--- config.mk ---
export PLATFORM = sky130hd
export DESIGN_NAME = alu_multicycle
export DESIGN_NICKNAME = d
export VERILOG_FILES = /design/src/rtl/alu_pkg.sv /design/src/rtl/alu_iter_muldiv.sv /design/src/rtl/alu_multicycle.sv
export SDC_FILE = /design/constraint.sdc
export NUM_CORES = 1
export LEC_CHECK = 0
export ABC_AREA = 1
export BUFFER_PORTS_ARGS = -buffer_cell sky130_fd_sc_hd__clkbuf_2
export CAP_MARGIN = 20
export CELL_PAD_IN_SITES_DETAIL_PLACEMENT = 1
export CELL_PAD_IN_SITES_GLOBAL_PLACEMENT = 2
export CORE_MARGIN = 2
export CORE_UTILIZATION = 36
export DETAILED_ROUTE_END_ITERATION = 10
export PLACE_DENSITY = 0.91
export SLEW_MARGIN = 10
export SYNTH_ARGS = -nofsm -noshare
export SYNTH_HDL_FRONTEND = slang
export SYNTH_SLANG_ARGS = --single-unit
--- constraint.sdc ---
create_clock -name clk -period 11.34 [get_ports clk]
set_clock_uncertainty 0.05 [all_clocks]
set_input_delay 2.835 -clock clk [delete_from_list [all_inputs] [get_ports clk]]
set_output_delay 2.835 -clock clk [all_outputs]
set_load 0.02 [all_outputs]
--- src/rtl/alu_pkg.sv ---
// Shared definitions for the multi-cycle ALU.
// Contents:
//   - op-code constants (legacy single-cycle codes kept at their old values)
//   - FSM state encoding for the top-level controller
//   - fill bit used to build the divide-by-zero quotient
package alu_pkg;

  // Op codes. AND/OR/ADD/SUB/SLT keep the values of the older single-cycle ALU
  // so existing decode tables still line up.
  localparam logic [3:0] OP_AND  = 4'b0000;
  localparam logic [3:0] OP_OR   = 4'b0001;
  localparam logic [3:0] OP_ADD  = 4'b0010;
  localparam logic [3:0] OP_XOR  = 4'b0011;
  localparam logic [3:0] OP_NOR  = 4'b0100;
  localparam logic [3:0] OP_SLTU = 4'b0101;
  localparam logic [3:0] OP_SUB  = 4'b0110;
  localparam logic [3:0] OP_SLT  = 4'b0111;
  localparam logic [3:0] OP_SLL  = 4'b1000;
  localparam logic [3:0] OP_SRL  = 4'b1001;
  localparam logic [3:0] OP_SRA  = 4'b1010;
  localparam logic [3:0] OP_MULU = 4'b1100;
  localparam logic [3:0] OP_DIVU = 4'b1101;

  // Controller states: IDLE waits for an op, BUSY runs the iterative engine,
  // DONE presents a result until the consumer takes it.
  typedef enum logic [1:0] {
    ST_IDLE = 2'd0,
    ST_BUSY = 2'd1,
    ST_DONE = 2'd2
  } alu_state_t;

  // Every quotient bit takes this value when dividing by zero (all ones).
  localparam logic DIVZ_FILL = 1'b1;

endpackage

--- src/rtl/alu_iter_muldiv.sv ---
// Iterative unsigned multiply / divide engine shared by MULU and DIVU.
// One WIDTH-bit adder and a 2*WIDTH accumulator {acc_hi, acc_lo}:
//   multiply: shift-add, multiplier in acc_lo, partial product grows in acc_hi
//   divide:   restoring, dividend shifts out of acc_lo into the remainder
//             in acc_hi while quotient bits shift in at the bottom
// Ports:
//   clk, reset        clock and asynchronous active-high reset
//   start             load a/b/is_div and clear the accumulator
//   step              perform one iteration this cycle
//   is_div            1 = divide, 0 = multiply (sampled on start)
//   a, b              operands (sampled on start)
//   count             iteration counter owned by the parent
//   done              last iteration is happening this cycle
//   res_lo, res_hi    accumulator value after this cycle's iteration
module alu_iter_muldiv #(
  parameter int WIDTH = 32,
  localparam int SHW = $clog2(WIDTH)
) (
  input  logic             clk,
  input  logic             reset,
  input  logic             start,
  input  logic             step,
  input  logic             is_div,
  input  logic [WIDTH-1:0] a,
  input  logic [WIDTH-1:0] b,
  input  logic [SHW-1:0]   count,
  output logic             done,
  output logic [WIDTH-1:0] res_lo,
  output logic [WIDTH-1:0] res_hi
);

  logic [WIDTH-1:0] acc_hi;
  logic [WIDTH-1:0] acc_lo;
  logic [WIDTH-1:0] operand_b;
  logic             div_mode;

  logic [WIDTH:0]   cand;
  logic [WIDTH-1:0] add_x;
  logic [WIDTH-1:0] add_y;
  logic [WIDTH-1:0] sum;
  logic             carry;
  logic             fits;
  logic [WIDTH-1:0] next_hi;
  logic [WIDTH-1:0] next_lo;

  // One iteration of either algorithm. The single adder computes
  // hi + (lo[0] ? b : 0) for multiply and cand - b (as cand + ~b + 1) for
  // divide. The shifted remainder can be WIDTH+1 bits wide, so the divisor
  // fits when that extra top bit is set or the low-part subtract did not borrow.
  always_comb begin
    cand         = {acc_hi, acc_lo[WIDTH-1]};
    add_x        = div_mode ? cand[WIDTH-1:0] : acc_hi;
    add_y        = div_mode ? ~operand_b : (acc_lo[0] ? operand_b : '0);
    {carry, sum} = {1'b0, add_x} + {1'b0, add_y} + {{WIDTH{1'b0}}, div_mode};
    fits         = cand[WIDTH] | carry;
    if (div_mode) begin
      next_hi = fits ? sum : cand[WIDTH-1:0];
      next_lo = {acc_lo[WIDTH-2:0], fits};
    end else begin
      next_hi = {carry, sum[WIDTH-1:1]};
      next_lo = {sum[0], acc_lo[WIDTH-1:1]};
    end
  end

  assign done   = step && (count == '0);
  assign res_lo = next_lo;
  assign res_hi = next_hi;

  // Accumulator and operand registers: loaded on start, advanced on step.
  always_ff @(posedge clk or posedge reset) begin
    if (reset) begin
      acc_hi    <= '0;
      acc_lo    <= '0;
      operand_b <= '0;
      div_mode  <= 1'b0;
    end else if (start) begin
      acc_hi    <= '0;
      acc_lo    <= a;
      operand_b <= b;
      div_mode  <= is_div;
    end else if (step) begin
      acc_hi    <= next_hi;
      acc_lo    <= next_lo;
    end
  end

endmodule

--- src/rtl/alu_multicycle.sv ---
// Registered WIDTH-bit ALU with valid/ready handshakes on input and output.
// Single-cycle ops finish one cycle after accept; MULU/DIVU run through the
// iterative engine for WIDTH extra cycles. Results are held in DONE until the
// consumer raises out_ready.
// Ports:
//   clk, reset             clock and asynchronous active-high reset
//   in_valid / in_ready    input handshake (in_ready depends on out_ready)
//   alu_control, a, b      op code and operands, captured on accept
//   out_valid / out_ready  output handshake
//   result, result_hi      primary result; MULU high half / DIVU remainder
//   zero, overflow         result == 0; signed ADD/SUB overflow
//   illegal                the accepted op code was not recognised
module alu_multicycle
  import alu_pkg::*;
#(
  parameter int WIDTH = 32,
  localparam int SHW = $clog2(WIDTH)
) (
  input  logic             clk,
  input  logic             reset,
  input  logic             in_valid,
  output logic             in_ready,
  input  logic [3:0]       alu_control,
  input  logic [WIDTH-1:0] a,
  input  logic [WIDTH-1:0] b,
  output logic             out_valid,
  input  logic             out_ready,
  output logic [WIDTH-1:0] result,
  output logic [WIDTH-1:0] result_hi,
  output logic             zero,
  output logic             overflow,
  output logic             illegal
);

  localparam logic [SHW-1:0] CNT_LAST = SHW'(WIDTH - 1);

  alu_state_t       state;
  alu_state_t       state_next;
  logic [SHW-1:0]   count;
  logic             accept;
  logic             is_muldiv_op;
  logic             start;
  logic             divz;

  logic [WIDTH-1:0] sum;
  logic [WIDTH-1:0] diff;
  logic [SHW-1:0]   shamt;
  logic [WIDTH-1:0] alu_res;
  logic             alu_ovf;
  logic             alu_ill;

  logic             eng_done;
  logic [WIDTH-1:0] eng_lo;
  logic [WIDTH-1:0] eng_hi;
  logic [WIDTH-1:0] fin_lo;

  // Shared iterative engine; it steps on every BUSY cycle and flags the
  // cycle in which the counter reaches zero.
  alu_iter_muldiv #(.WIDTH(WIDTH)) u_muldiv (
    .clk    (clk),
    .reset  (reset),
    .start  (start),
    .step   (state == ST_BUSY),
    .is_div (alu_control == OP_DIVU),
    .a      (a),
    .b      (b),
    .count  (count),
    .done   (eng_done),
    .res_lo (eng_lo),
    .res_hi (eng_hi)
  );

  // Single-cycle datapath. MULU/DIVU fall through with zeros here; their
  // results come from the engine. Anything unrecognised yields 0 plus illegal.
  always_comb begin
    sum     = a + b;
    diff    = a - b;
    shamt   = b[SHW-1:0];
    alu_res = '0;
    alu_ovf = 1'b0;
    alu_ill = 1'b0;
    case (alu_control)
      OP_AND:  alu_res = a & b;
      OP_OR:   alu_res = a | b;
      OP_XOR:  alu_res = a ^ b;
      OP_NOR:  alu_res = ~(a | b);
      OP_ADD: begin
        alu_res = sum;
        alu_ovf = (a[WIDTH-1] == b[WIDTH-1]) && (sum[WIDTH-1] != a[WIDTH-1]);
      end
      OP_SUB: begin
        alu_res = diff;
        alu_ovf = (a[WIDTH-1] != b[WIDTH-1]) && (diff[WIDTH-1] != a[WIDTH-1]);
      end
      OP_SLT:  alu_res[0] = $signed(a) < $signed(b);
      OP_SLTU: alu_res[0] = a < b;
      OP_SLL:  alu_res = a << shamt;
      OP_SRL:  alu_res = a >> shamt;
      OP_SRA:  alu_res = $unsigned($signed(a) >>> shamt);
      OP_MULU, OP_DIVU: alu_res = '0;
      default: alu_ill = 1'b1;
    endcase
  end

  // Handshake decode. A DONE result being taken frees the block in the same
  // cycle, which is what allows one single-cycle op per clock.
  always_comb begin
    is_muldiv_op = (alu_control == OP_MULU) || (alu_control == OP_DIVU);
    in_ready     = (state == ST_IDLE) || ((state == ST_DONE) && out_ready);
    accept       = in_valid && in_ready;
    start        = accept && is_muldiv_op;
    out_valid    = (state == ST_DONE);
    fin_lo       = divz ? {WIDTH{DIVZ_FILL}} : eng_lo;
  end

  // Next-state logic for the controller.
  always_comb begin
    state_next = state;
    case (state)
      ST_IDLE: begin
        if (accept) state_next = is_muldiv_op ? ST_BUSY : ST_DONE;
      end
      ST_BUSY: begin
        if (count == '0) state_next = ST_DONE;
      end
      ST_DONE: begin
        if (out_ready) begin
          if (accept) state_next = is_muldiv_op ? ST_BUSY : ST_DONE;
          else        state_next = ST_IDLE;
        end
      end
      default: state_next = ST_IDLE;
    endcase
  end

  // State register and iteration counter. The counter loads WIDTH-1 on a
  // MULU/DIVU accept and counts down once per BUSY cycle.
  always_ff @(posedge clk or posedge reset) begin
    if (reset) begin
      state <= ST_IDLE;
      count <= '0;
    end else begin
      state <= state_next;
      if (start) begin
        count <= CNT_LAST;
      end else if ((state == ST_BUSY) && (count != '0)) begin
        count <= count - 1'b1;
      end
    end
  end

  // Output registers: loaded from the combinational ALU on a single-cycle
  // accept, or from the engine on its final iteration, and otherwise held.
  // divz remembers a DIVU-by-zero so the quotient is forced to all ones.
  always_ff @(posedge clk or posedge reset) begin
    if (reset) begin
      result    <= '0;
      result_hi <= '0;
      zero      <= 1'b0;
      overflow  <= 1'b0;
      illegal   <= 1'b0;
      divz      <= 1'b0;
    end else begin
      if (start) begin
        divz <= (alu_control == OP_DIVU) && (b == '0);
      end
      if (accept && !is_muldiv_op) begin
        result    <= alu_res;
        result_hi <= '0;
        zero      <= (alu_res == '0);
        overflow  <= alu_ovf;
        illegal   <= alu_ill;
      end else if (eng_done) begin
        result    <= fin_lo;
        result_hi <= eng_hi;
        zero      <= (fin_lo == '0);
        overflow  <= 1'b0;
        illegal   <= 1'b0;
      end
    end
  end

endmodule

==> results_dict.tcl, run 1 <==
set metrics [dict create \
    numPortBuffers 140 \
    drc 0 \
    grt_overflow 0 \
    cts.sinks 172 \
    drive_above_1_share 0.07250 \
    wl_per_cell_um 24.02 \
    period_minus_slack_ns 6.665 \
    first_pass_iters 5 \
    hold_buffers 0 \
    synth_cell_type_count 53 \
    antenna_found_initial 2 \
    htree_num_levels 4 \
    ios 141 \
    synth_compound_area_frac 0.1539 \
    synth_top_area_cell "nand2_1" \
    post-cts-setup-buffers 0 \
    syn_to_final_growth_pct 8.595 \
    setup_tns_ns 0 \
    clockBufferDepth 2 \
    reg2reg_slack_ns 5.54 \
    num_rows 88 \
    grt_max_degree 106 \
    numCtsBuffers 17 \
    cellPowerDensity_nw_per_um2 182.0 \
    met2_usage 0.5662 \
    synth_top_area_frac 0.2066 \
    slew_headroom 0.2746 \
    final_hold_viol_count 0 \
    grt_pass1_vias 24690 \
    cts-resized-gates 0 \
    routed-via-count 25270 \
    diodes 0 \
    drt-total-wl_um 106500 \
    r2r_cells 19 \
    synth.avg_cell_area_sq_um 5.757 \
    synth-xor-area-share 0.01004 \
    worstPathMaxFanout 52 \
    synth-simple-area-share 0.4219 \
    clock_latency_ns 0.46 \
    tritoncts "yes" \
    r2r_start "u_muldiv.div_mode" \
    async_flop_share 1.000 \
    end_kind "flip-flop" \
    synthMuxAreaShare 0 \
    finalSetupViolCount 0 \
    die-area_sq_um 60090 \
    coreArea_sq_um 57590 \
    timing.final.crit_share 0.5878 \
    crit_required_ns 11.68 \
    grt_pass1_wl_um 157100 \
    viasPerCell 5.699 \
    globalRoute.busiestLayer "met2" \
    path_clk_slew_ns 0.08 \
    hp-class "reg -> reg" \
    synth_top_family_by_area "simple AND/OR/NAND/NOR gates" \
    hold_depth 2 \
    dp_hpwl_um 85800 \
    floorplan.initialDensity 0.3635 \
    hold_start "result_hi[0]" \
    root_buffer "clkbuf_16" \
    drt-initial-drc-count 2508 \
    drtAntennaViolNets 0 \
    use_met3 0.03871 \
    synth_edf_count 0 \
    ys_top_cells_by_area "nand2_1, dfrtp_1, nand3_1" \
    r2r_end "result_hi[0]" \
    crit_arrival_ns 7.01 \
    status "finished, final reports clean" \
    synthAdderAreaFrac 0.08930 \
    ys.flop_type "dfrtp_1" \
    p_leak_nw 12.02 \
    n_fill_cell 8051 \
    power.total_mw 4.138 \
    synth_warnings 0 \
    max_cap_viol_count 0 \
    nNetsFinal 3876 \
    start_kind "primary input" \
    die_w_um 245.1 \
    synth_nets 3855 \
    finalMaxSlewViolations 0 \
    holdPathEnd "result_hi[0]" \
    synth-seq-cells 172 \
    rsz0062_at_grt "false" \
    chipHeight_um 245.1 \
    tightest_slew_ns 1.088 \
    gp_congestion 1.067 \
    syn_inst 3636 \
    yosysMostFrequentCell "nand2_1" \
    fmax_mhz 150.0 \
    vdd_drop_max_uv 125.9 \
    crit_type "in -> reg" \
    grtUsageMet1 0.4576 \
    synth_common_cells "nand2_1, nand3_1, inv_1, nor2_1, o21ai_0" \
    ys_seq_area_frac 0.2056 \
    track_usage 0.3486 \
    netlist_area_sq_um 20930 \
]
[registers in the layout (all words and copies together), names as in the netlist]
signal and count:
result 32, result_hi 32, u_muldiv.acc_hi 32, u_muldiv.acc_lo 32, u_muldiv.operand_b 32, count 5, state 2, divz 1
illegal 1, overflow 1, u_muldiv.div_mode 1, zero 1
[cells by family after synthesis]
logic type	after synthesis
DFF	172
buffers and inverters	622
and+or+nand+nor	2095
adders and majority gates	147
AOI/OAI and AO/OA	576
xor gates and xnor gates	24
[report_power, final]
group	internal, mW	leakage (nW)	switching (mW)
Clock	0.394	0.311	0.274
Combinational	0.757	9.49	1.78
Sequential	0.792	2.22	0.142
Total	1.94	12.0	2.19
[layer usage]
layer  part of all wire  vias up  wire length [um]
li1                   -    11850                 -
met1               0.43    12300             46150
met2               0.45      922             47800
met3              0.060      201              6422
met4              0.057        2              6075
met5            0.00043        -                46
[worst max path at each step]
stage | from | end | slack (ns) | cells after the start
2_1_floorplan | reset | count[0] | 3.79 | 1
3_3_place_gp | b[2] | zero | 4.44 | 20
3_5_place_dp | b[2] | zero | 4.32 | 20
4_1_cts | b[2] | zero | 4.78 | 19
5_1_grt | b[2] | zero | 4.37 | 20
6_report | b[2] | zero | 4.67 | 20
[layout make-up]
| cell class | count | area (sq um) | area share |
|---|---|---|---|
| Clock buffer | 19 | 432.9 | 0.01904 |
| Tap cell | 765 | 957.2 | 0.04210 |
| Timing Repair Buffer | 171 | 933.4 | 0.04106 |
| Sequential cell | 172 | 4308 | 0.1895 |
| Inverter | 453 | 1710 | 0.07524 |
| Multi-Input combinational cell | 2842 | 14180 | 0.6239 |
| Clock inverter | 12 | 209.0 | 0.009191 |
[worst max-delay path, stage by stage]
cell      delay, ns
clkbuf_2       0.78
inv_2          0.68
ha_1           0.63
inv_1          0.19
nand2_1        0.07
nand2_1        0.06
nand2_1        0.06
nand3_1        0.21
nand2_1        0.09
nand3_1        0.10
nand2_1        0.06
nor2_1         0.20
nand2_1        0.12
nor2_1         0.18
nand2_1        0.08
nor2_1         0.12
nand3_1        0.08
nor2_1         0.21
nand3_1        0.12
a21oi_1        0.14
[cell usage in the layout, fill, tap and decap left out, drive strengths merged, types with 3 or more instances in the layout]
master | Yosys | final
inv | 453 | 458
fa | 4 | 4
bufinv | 0 | 5
a22oi | 16 | 16
nand3 | 511 | 511
dfrtp | 172 | 172
clkbuf | 78 | 159
nand3b | 6 | 6
a21oi | 150 | 150
o211ai | 34 | 34
nor2 | 306 | 306
nand4 | 39 | 39
nand2 | 1163 | 1163
xnor2 | 4 | 4
a221oi | 5 | 5
a21o | 5 | 5
nor4 | 14 | 14
xor2 | 20 | 20
o221ai | 6 | 6
nor3 | 40 | 40
buf | 91 | 31
o21bai | 18 | 18
o22ai | 36 | 36
or2 | 10 | 10
o21ai | 294 | 294
ha | 143 | 143
a211oi | 3 | 3
[metrics by stage]
step | hold slack, ns | cell area [sq um] | setup WS, ns | utilization | instances
after CTS | 0.4353 | 22730 | 4.781 | 0.3948 | 4434
after detailed placement | 0.4175 | 22090 | 4.319 | 0.3836 | 4403
after global routing | 0.4513 | 22730 | 4.367 | 0.3948 | 4434
after global placement | 0.4122 | 22090 | 4.436 | 0.3836 | 4403
after floorplan | 0.3991 | 20930 | 3.795 | - | 3636
final | 0.4295 | 22730 | 4.675 | 0.3948 | 4434
No activity file was read; power rests on OpenSTA's default activity.
==> inputs of run 2 (changes only) <==
--- a/config.mk
+++ b/config.mk
@@ -11,9 +11,9 @@
 export CELL_PAD_IN_SITES_DETAIL_PLACEMENT = 1
 export CELL_PAD_IN_SITES_GLOBAL_PLACEMENT = 2
 export CORE_MARGIN = 2
-export CORE_UTILIZATION = 36
+export CORE_UTILIZATION = 33
 export DETAILED_ROUTE_END_ITERATION = 10
-export PLACE_DENSITY = 0.91
+export PLACE_DENSITY = 0.84
 export SLEW_MARGIN = 10
 export SYNTH_ARGS = -nofsm -noshare
 export SYNTH_HDL_FRONTEND = slang
==> constraint.sdc (replaced) <==
create_clock -name clk -period 6.3 [get_ports clk]
set_clock_uncertainty 0.05 [all_clocks]
set_input_delay 1.575 -clock clk [delete_from_list [all_inputs] [get_ports clk]]
set_output_delay 1.575 -clock clk [all_outputs]
set_load 0.02 [all_outputs]
==> run 2 against run 1 <==
Compared with the run above: critical path depth shrank 2; first-iteration DRC count increased by 3.2%; worst hold slack gained 0.0034 ns; largest cell class unchanged.
==> results_dict.tcl, run 2 (synthesis results as in run 1) <==
set metrics [dict create \
    drt-initial-drc-count 2589 \
    fmax_mhz 205.9 \
    die-area_sq_um 65470 \
    syn_to_final_growth_pct 9.246 \
    vdd_drop_max_uv 211.4 \
    ios 141 \
    die_w_um 255.9 \
    floorplan.initialDensity 0.3331 \
    hold_ws_ns 0.4329 \
    setup_tns_ns 0 \
    power.total_mw 7.468 \
    coreArea_sq_um 62850 \
    numPortBuffers 140 \
    gp_congestion 1.044 \
    dp_hpwl_um 92300 \
    drc 0 \
    end_kind "flip-flop" \
    reg2reg_slack_ns 1.81 \
    num_rows 92 \
    drtAntennaViolNets 0 \
    clock_latency_ns 0.46 \
    nNetsFinal 3882 \
    drt-total-wl_um 114500 \
    crit_type "in -> reg" \
    worstPathMaxFanout 23 \
    root_buffer "clkbuf_16" \
    crit_required_ns 6.65 \
    path_clk_slew_ns 0.08 \
    finalSetupViolCount 0 \
    max_cap_viol_count 0 \
    chipHeight_um 255.9 \
    grt_max_degree 96 \
    final_common_cell "nand2_1" \
    slew_headroom 0.3334 \
    cts-resized-gates 0 \
    setup_slack_ns 1.443 \
    grt_pass1_vias 25090 \
    status "finished, final reports clean" \
    hold_buffers 0 \
    n_fill_cell 8644 \
    viasPerCell 5.609 \
    clockBufferDepth 2 \
    cts.sinks 172 \
    rsz0062_at_grt "false" \
    layout_common_cells "nand2_1, nand3_1, inv_1, nor2_1, o21ai_0" \
    tritoncts "yes" \
    antenna_found_initial 6 \
    htree_num_levels 4 \
    finish.instance_area_sq_um 22870 \
    multi_input_area_sq_um 14180 \
    crit_arrival_ns 5.21 \
    final_hold_viol_count 0 \
    timing.final.crit_share 0.7709 \
    track_usage 0.3433 \
    start_kind "primary input" \
    post-cts-setup-buffers 0 \
    wl_per_cell_um 25.31 \
    grt_overflow 0 \
    dpl-instance-area_sq_um 22240 \
    grt_pass1_wl_um 167600 \
    p_leak_nw 12.03 \
    finalMaxSlewViolations 0 \
    routed-via-count 25380 \
    numCtsBuffers 17 \
    first_pass_iters 5 \
    hp-class "reg -> reg" \
    cellPowerDensity_nw_per_um2 326.6 \
    period_minus_slack_ns 4.857 \
    tightest_slew_ns 0.9976 \
    seq_area_sq_um 4308 \
    place_ws_ns 1.070 \
    drive_above_1_share 0.07481 \
]
run 2: cell count changes in the layout (fill, tap and decap cells not counted), sizes merged, moves of 2 or more:
| cell | delta |
|---|---|
| buf | +6 |
| clkinv | +2 |
| clkinvlp | +3 |
| bufinv | -4 |
| diode | +2 |
run 2: layer usage:
layer | up-vias | part of all wire | GRT usage
li1 | 11880 | - | -
met3 | 237 | 0.057 | 0.03773
met5 | - | 0.00020 | 0
met1 | 12360 | 0.43 | 0.4444
met4 | 4 | 0.064 | 0.1914
met2 | 900 | 0.45 | 0.5577
run 2: power breakdown:
part	switching (mW)	internal, mW	leakage, nW
registers	0.212	1.43	2.22
logic	3.35	1.38	9.53
clock network	0.532	0.571	0.279
total	4.09	3.38	12.0
run 2: metrics by stage:
stage | cells | util
final | 4524 | 0.3639
after global routing | 4522 | 0.3638
after CTS | 4521 | 0.3634
after detailed placement | 4489 | 0.3539
after global placement | 4489 | 0.3539
after floorplan | 3636 | -
run 2: area by class of cell:
cell class,count,share of cell area
flip-flops and latches,172,0.1884
clock inverters,14,0.006784
well taps,846,0.04629
multi-input cells,2842,0.6201
inverters,453,0.07479
repair buffers,177,0.04421
diodes,2,0.0002188
clock buffers,18,0.01920
run 2: worst max-delay path, stage by stage:
cell,delay [ns]
clkbuf_2,0.55
inv_1,0.14
ha_1,0.44
nor2_1,0.34
nand4_1,0.21
nand3_1,0.28
nand2_1,0.09
nand3_1,0.10
nand2_1,0.06
nor2_1,0.28
nand2_1,0.16
nor2_1,0.27
nand2_1,0.09
nor2_1,0.15
nand3_1,0.10
nor2_1,0.12
nand3_1,0.09
a21oi_1,0.13
run 2: final timing paths:
check | startpoint | endpoint | cells past startpoint
max | b[4] | zero | 18
min | result_hi[26] | result_hi[26] | 2
min reg2reg | result_hi[26] | result_hi[26] | 2
max reg2reg | u_muldiv.div_mode | result_hi[21] | 21
min in group asynchronous | reset | u_muldiv.acc_hi[8] | 2
max in group asynchronous | reset | count[4] | 3
==> inputs of run 3 (changes only) <==
--- a/config.mk
+++ b/config.mk
@@ -5,15 +5,15 @@
 export SDC_FILE = /design/constraint.sdc
 export NUM_CORES = 1
 export LEC_CHECK = 0
-export ABC_AREA = 1
+export ABC_AREA = 0
 export BUFFER_PORTS_ARGS = -buffer_cell sky130_fd_sc_hd__clkbuf_2
 export CAP_MARGIN = 20
 export CELL_PAD_IN_SITES_DETAIL_PLACEMENT = 1
 export CELL_PAD_IN_SITES_GLOBAL_PLACEMENT = 2
 export CORE_MARGIN = 2
-export CORE_UTILIZATION = 33
+export CORE_UTILIZATION = 38
 export DETAILED_ROUTE_END_ITERATION = 10
-export PLACE_DENSITY = 0.84
+export PLACE_DENSITY = 0.85
 export SLEW_MARGIN = 10
 export SYNTH_ARGS = -nofsm -noshare
 export SYNTH_HDL_FRONTEND = slang
==> constraint.sdc (replaced) <==
create_clock -name clk -period 4.5 [get_ports clk]
set_clock_uncertainty 0.05 [all_clocks]
set_input_delay 1.125 -clock clk [delete_from_list [all_inputs] [get_ports clk]]
set_output_delay 1.125 -clock clk [all_outputs]
set_load 0.02 [all_outputs]
==> run 3 against run 2 <==
Compared with the run above: first-iteration DRC count decreased by 38%; utilization is 16 points higher; wire length is 3.7% lower; clock power grew 40%; die area shrank 14%; global-route usage rose by 3.7 points; worst hold slack gained 0.016 ns; non-clock buffer count is 643 higher; synthesized cell count decreased by 28%; combinational power increased by 55%; highest routed layer unchanged; count of clock-buffer cells in the layout is the same; sequential power increased by 50%.
==> results_dict.tcl, run 3 <==
set metrics [dict create \
    layout_common_cells "buf_4, nand2_1, o21ai_0, nor2_1, a21oi_1" \
    crit_type "in -> reg" \
    die-area_sq_um 56360 \
    finalMaxSlewViolations 0 \
    final_common_cell "buf_4" \
    setup_tns_ns 0 \
    cellPowerDensity_nw_per_um2 403.3 \
    tritoncts "yes" \
    hold_buffers 0 \
    drc 0 \
    start_kind "primary input" \
    dp_hpwl_um 89630 \
    p_comb_frac 0.647 \
    postLayoutCoreUtil 0.5214 \
    n_fill_cell 6486 \
    viasPerCell 6.262 \
    yosysMostFrequentCell "nand2_1" \
    finish.instance_area_sq_um 28060 \
    vdd_drop_max_uv 280.7 \
    cp_common_cell "buf_4" \
    syn_to_final_growth_pct 35.54 \
    clockBufferDepth 2 \
    die_w_um 237.4 \
    ys_top_cells_by_area "dfrtp_1, ha_1, mux4_2" \
    tightest_slew_ns 1.084 \
    gp_congestion 1.014 \
    synth_edf_count 0 \
    drtAntennaViolNets 0 \
    reg2reg_slack_ns 0.16 \
    first_pass_iters 5 \
    timing.final.crit_share 0.9899 \
    max_cap_viol_count 0 \
    slew_headroom 0.2773 \
    synth.avg_cell_area_sq_um 7.956 \
    routed-via-count 24550 \
    async_flop_share 1.000 \
    ys_seq_area_frac 0.2079 \
    wl_met1_um 45290 \
    r2r_start "u_muldiv.div_mode" \
    grt_max_degree 97 \
    synth_top_area_cell "dfrtp_1" \
    p_clk_frac 0.136 \
    r2r_cells 17 \
    status "finished, final reports clean" \
    period_minus_slack_ns 4.455 \
    crit_required_ns 4.86 \
    synth_common_cells "nand2_1, o21ai_0, a21oi_1, nor2_1, dfrtp_1" \
    switching_share 0.4828 \
    grt_pass1_wl_um 162300 \
    clock_latency_ns 0.47 \
    antenna_found_initial 3 \
    crit_arrival_ns 4.82 \
    floorplan.initialDensity 0.3847 \
    r2r_end "result_hi[0]" \
    setup_slack_ns 0.04526 \
    slowest_delay_ns 0.52 \
    cp_slowest_cell "mux4_2" \
    netlist_area_sq_um 20700 \
    grt_overflow 0 \
    p_int_mw 5.853 \
    drive_above_1_share 0.3364 \
    hold_depth 2 \
    synth_warnings 0 \
    track_usage 0.3807 \
    p_leak_nw 12.94 \
    final_hold_viol_count 0 \
    power.total_mw 11.32 \
    worstPathMaxFanout 7 \
    chipHeight_um 237.4 \
    holdPathEnd "result_hi[22]" \
    end_kind "flip-flop" \
    root_buffer "clkbuf_16" \
    grt_pass1_vias 25450 \
    syn_inst 2602 \
    dr_wl_met2_um 53300 \
    ios 141 \
    share_seq_of_total_power 0.217 \
    rsz0062_at_grt "true" \
    cts.sinks 172 \
    fmax_mhz 224.5 \
    num_rows 85 \
    hold_start "result_hi[22]" \
    htree_num_levels 4 \
    nNetsFinal 3431 \
    cp_cell_sequence "buf_6 -> buf_12 -> buf_8 -> mux4_2 -> nor2_1 -> a21o_1 -> o221ai_1 -> o21ai_1 -> buf_4 -> nand4_1 -> a211o_1 -> nand3b_1 -> nor4_4 -> buf_4 -> and4_4 -> and4_1 -> a221o_1" \
    dpl-instance-area_sq_um 26700 \
    wl_per_cell_um 28.11 \
    drt-total-wl_um 110200 \
    diodes 0 \
    synth-seq-cells 172 \
    synth_nets 2821 \
    hp-class "reg -> reg" \
    place_ws_ns -0.9355 \
    power.switching_mw 5.464 \
    finalSetupViolCount 0 \
    wl_met3_um 5021 \
    synth_cell_type_count 102 \
    numCtsBuffers 17 \
    path_clk_slew_ns 0.08 \
    coreArea_sq_um 53810 \
    top_layer_used "met5" \
    ys.flop_type "dfrtp_1" \
    synth_top_area_frac 0.2079 \
    drt-initial-drc-count 1608 \
    numPortBuffers 140 \
]
-- run 3: cell count changes after synthesis, sizes merged, moves of 40 or more --
cell / before / now
clkbuf: 78 / 155
inv: 453 / 116
mux2: 0 / 51
mux2i: 0 / 113
mux4: 0 / 65
nand2: 1163 / 286
nand3: 511 / 93
nor2: 306 / 184
o221ai: 6 / 46
-- run 3: what timing repair did --
| action | in CTS | in global routing |
|---|---|---|
| cloned | 0 | 4 |
| buffers inserted | 1 | 12 |
| pin swaps | 14 | 31 |
| endpoints found under the setup margin | 23 | 64 |
| resized for setup | 35 | 73 |
-- run 3: cell families (layout without fill, tap and decap cells) --
logic type	Yosys count	count (layout)	synth area share
xor gates and xnor gates	45	45	0.01904
buffers and inverters	345	968	0.06933
AOI/OAI and AO/OA	870	870	0.2788
and+or+nand+nor	794	794	0.1812
DFF	172	172	0.2079
adders and majority gates	147	147	0.09030
muxes	229	229	0.1535
-- run 3: final cells by class --
class                           instances  area (sq um)  share of cell area
Inverter                              116         449.2             0.01601
Multi-Input combinational cell       2085         15550              0.5543
Clock inverter                         14         171.4            0.006109
Timing Repair Buffer                  820          6277              0.2237
Tap cell                              696         870.8             0.03104
Sequential cell                       172          4308              0.1535
Clock buffer                           18         429.2             0.01530
-- run 3: worst max path at each step --
stage,start,endpoint,slack [ns],cells after the start
final,b[1],zero,0.05,17
after global routing,a[0],zero,-0.06,18
after CTS,a[1],zero,0.003,18
after detailed placement,a[0],zero,-0.94,18
after global placement,a[0],zero,-0.79,18
after floorplan,b[2],zero,0.003,18
-- run 3: per-stage QoR --
| step | hold slack [ns] | instances |
|---|---|---|
| finish | 0.4491 | 3921 |
| global route | 0.4875 | 3921 |
| CTS | 0.4558 | 3904 |
| detailed placement | 0.4380 | 3871 |
| global placement | 0.4233 | 3871 |
| floorplan | 0.4160 | 2602 |
-- run 3: worst max-delay path: cells and delay by family --
| family | cells | cell delay [ns] |
|---|---|---|
| mux | 1 | 0.52 |
| simple gates | 6 | 1.44 |
| buf+inv | 5 | 0.74 |
| compound gates | 5 | 0.97 |
-- run 3: power groups by stage --
stage	clock [mW]	sequential [mW]	combinational (mW)
6_report	1.54	2.46	7.32
5_1_grt	1.61	2.50	7.90
4_1_cts	1.55	2.44	6.96
3_5_place_dp	0	2.46	6.83
3_3_place_gp	0	2.43	6.56
2_1_floorplan	0	2.39	4.26
-- run 3: per-layer routing --
| metal | up-vias | GRT usage |
|---|---|---|
| met5 | - | 0 |
| met4 | 2 | 0.1879 |
| met3 | 269 | 0.02810 |
| met2 | 928 | 0.6616 |
| met1 | 12410 | 0.4772 |
| li1 | 10940 | - |
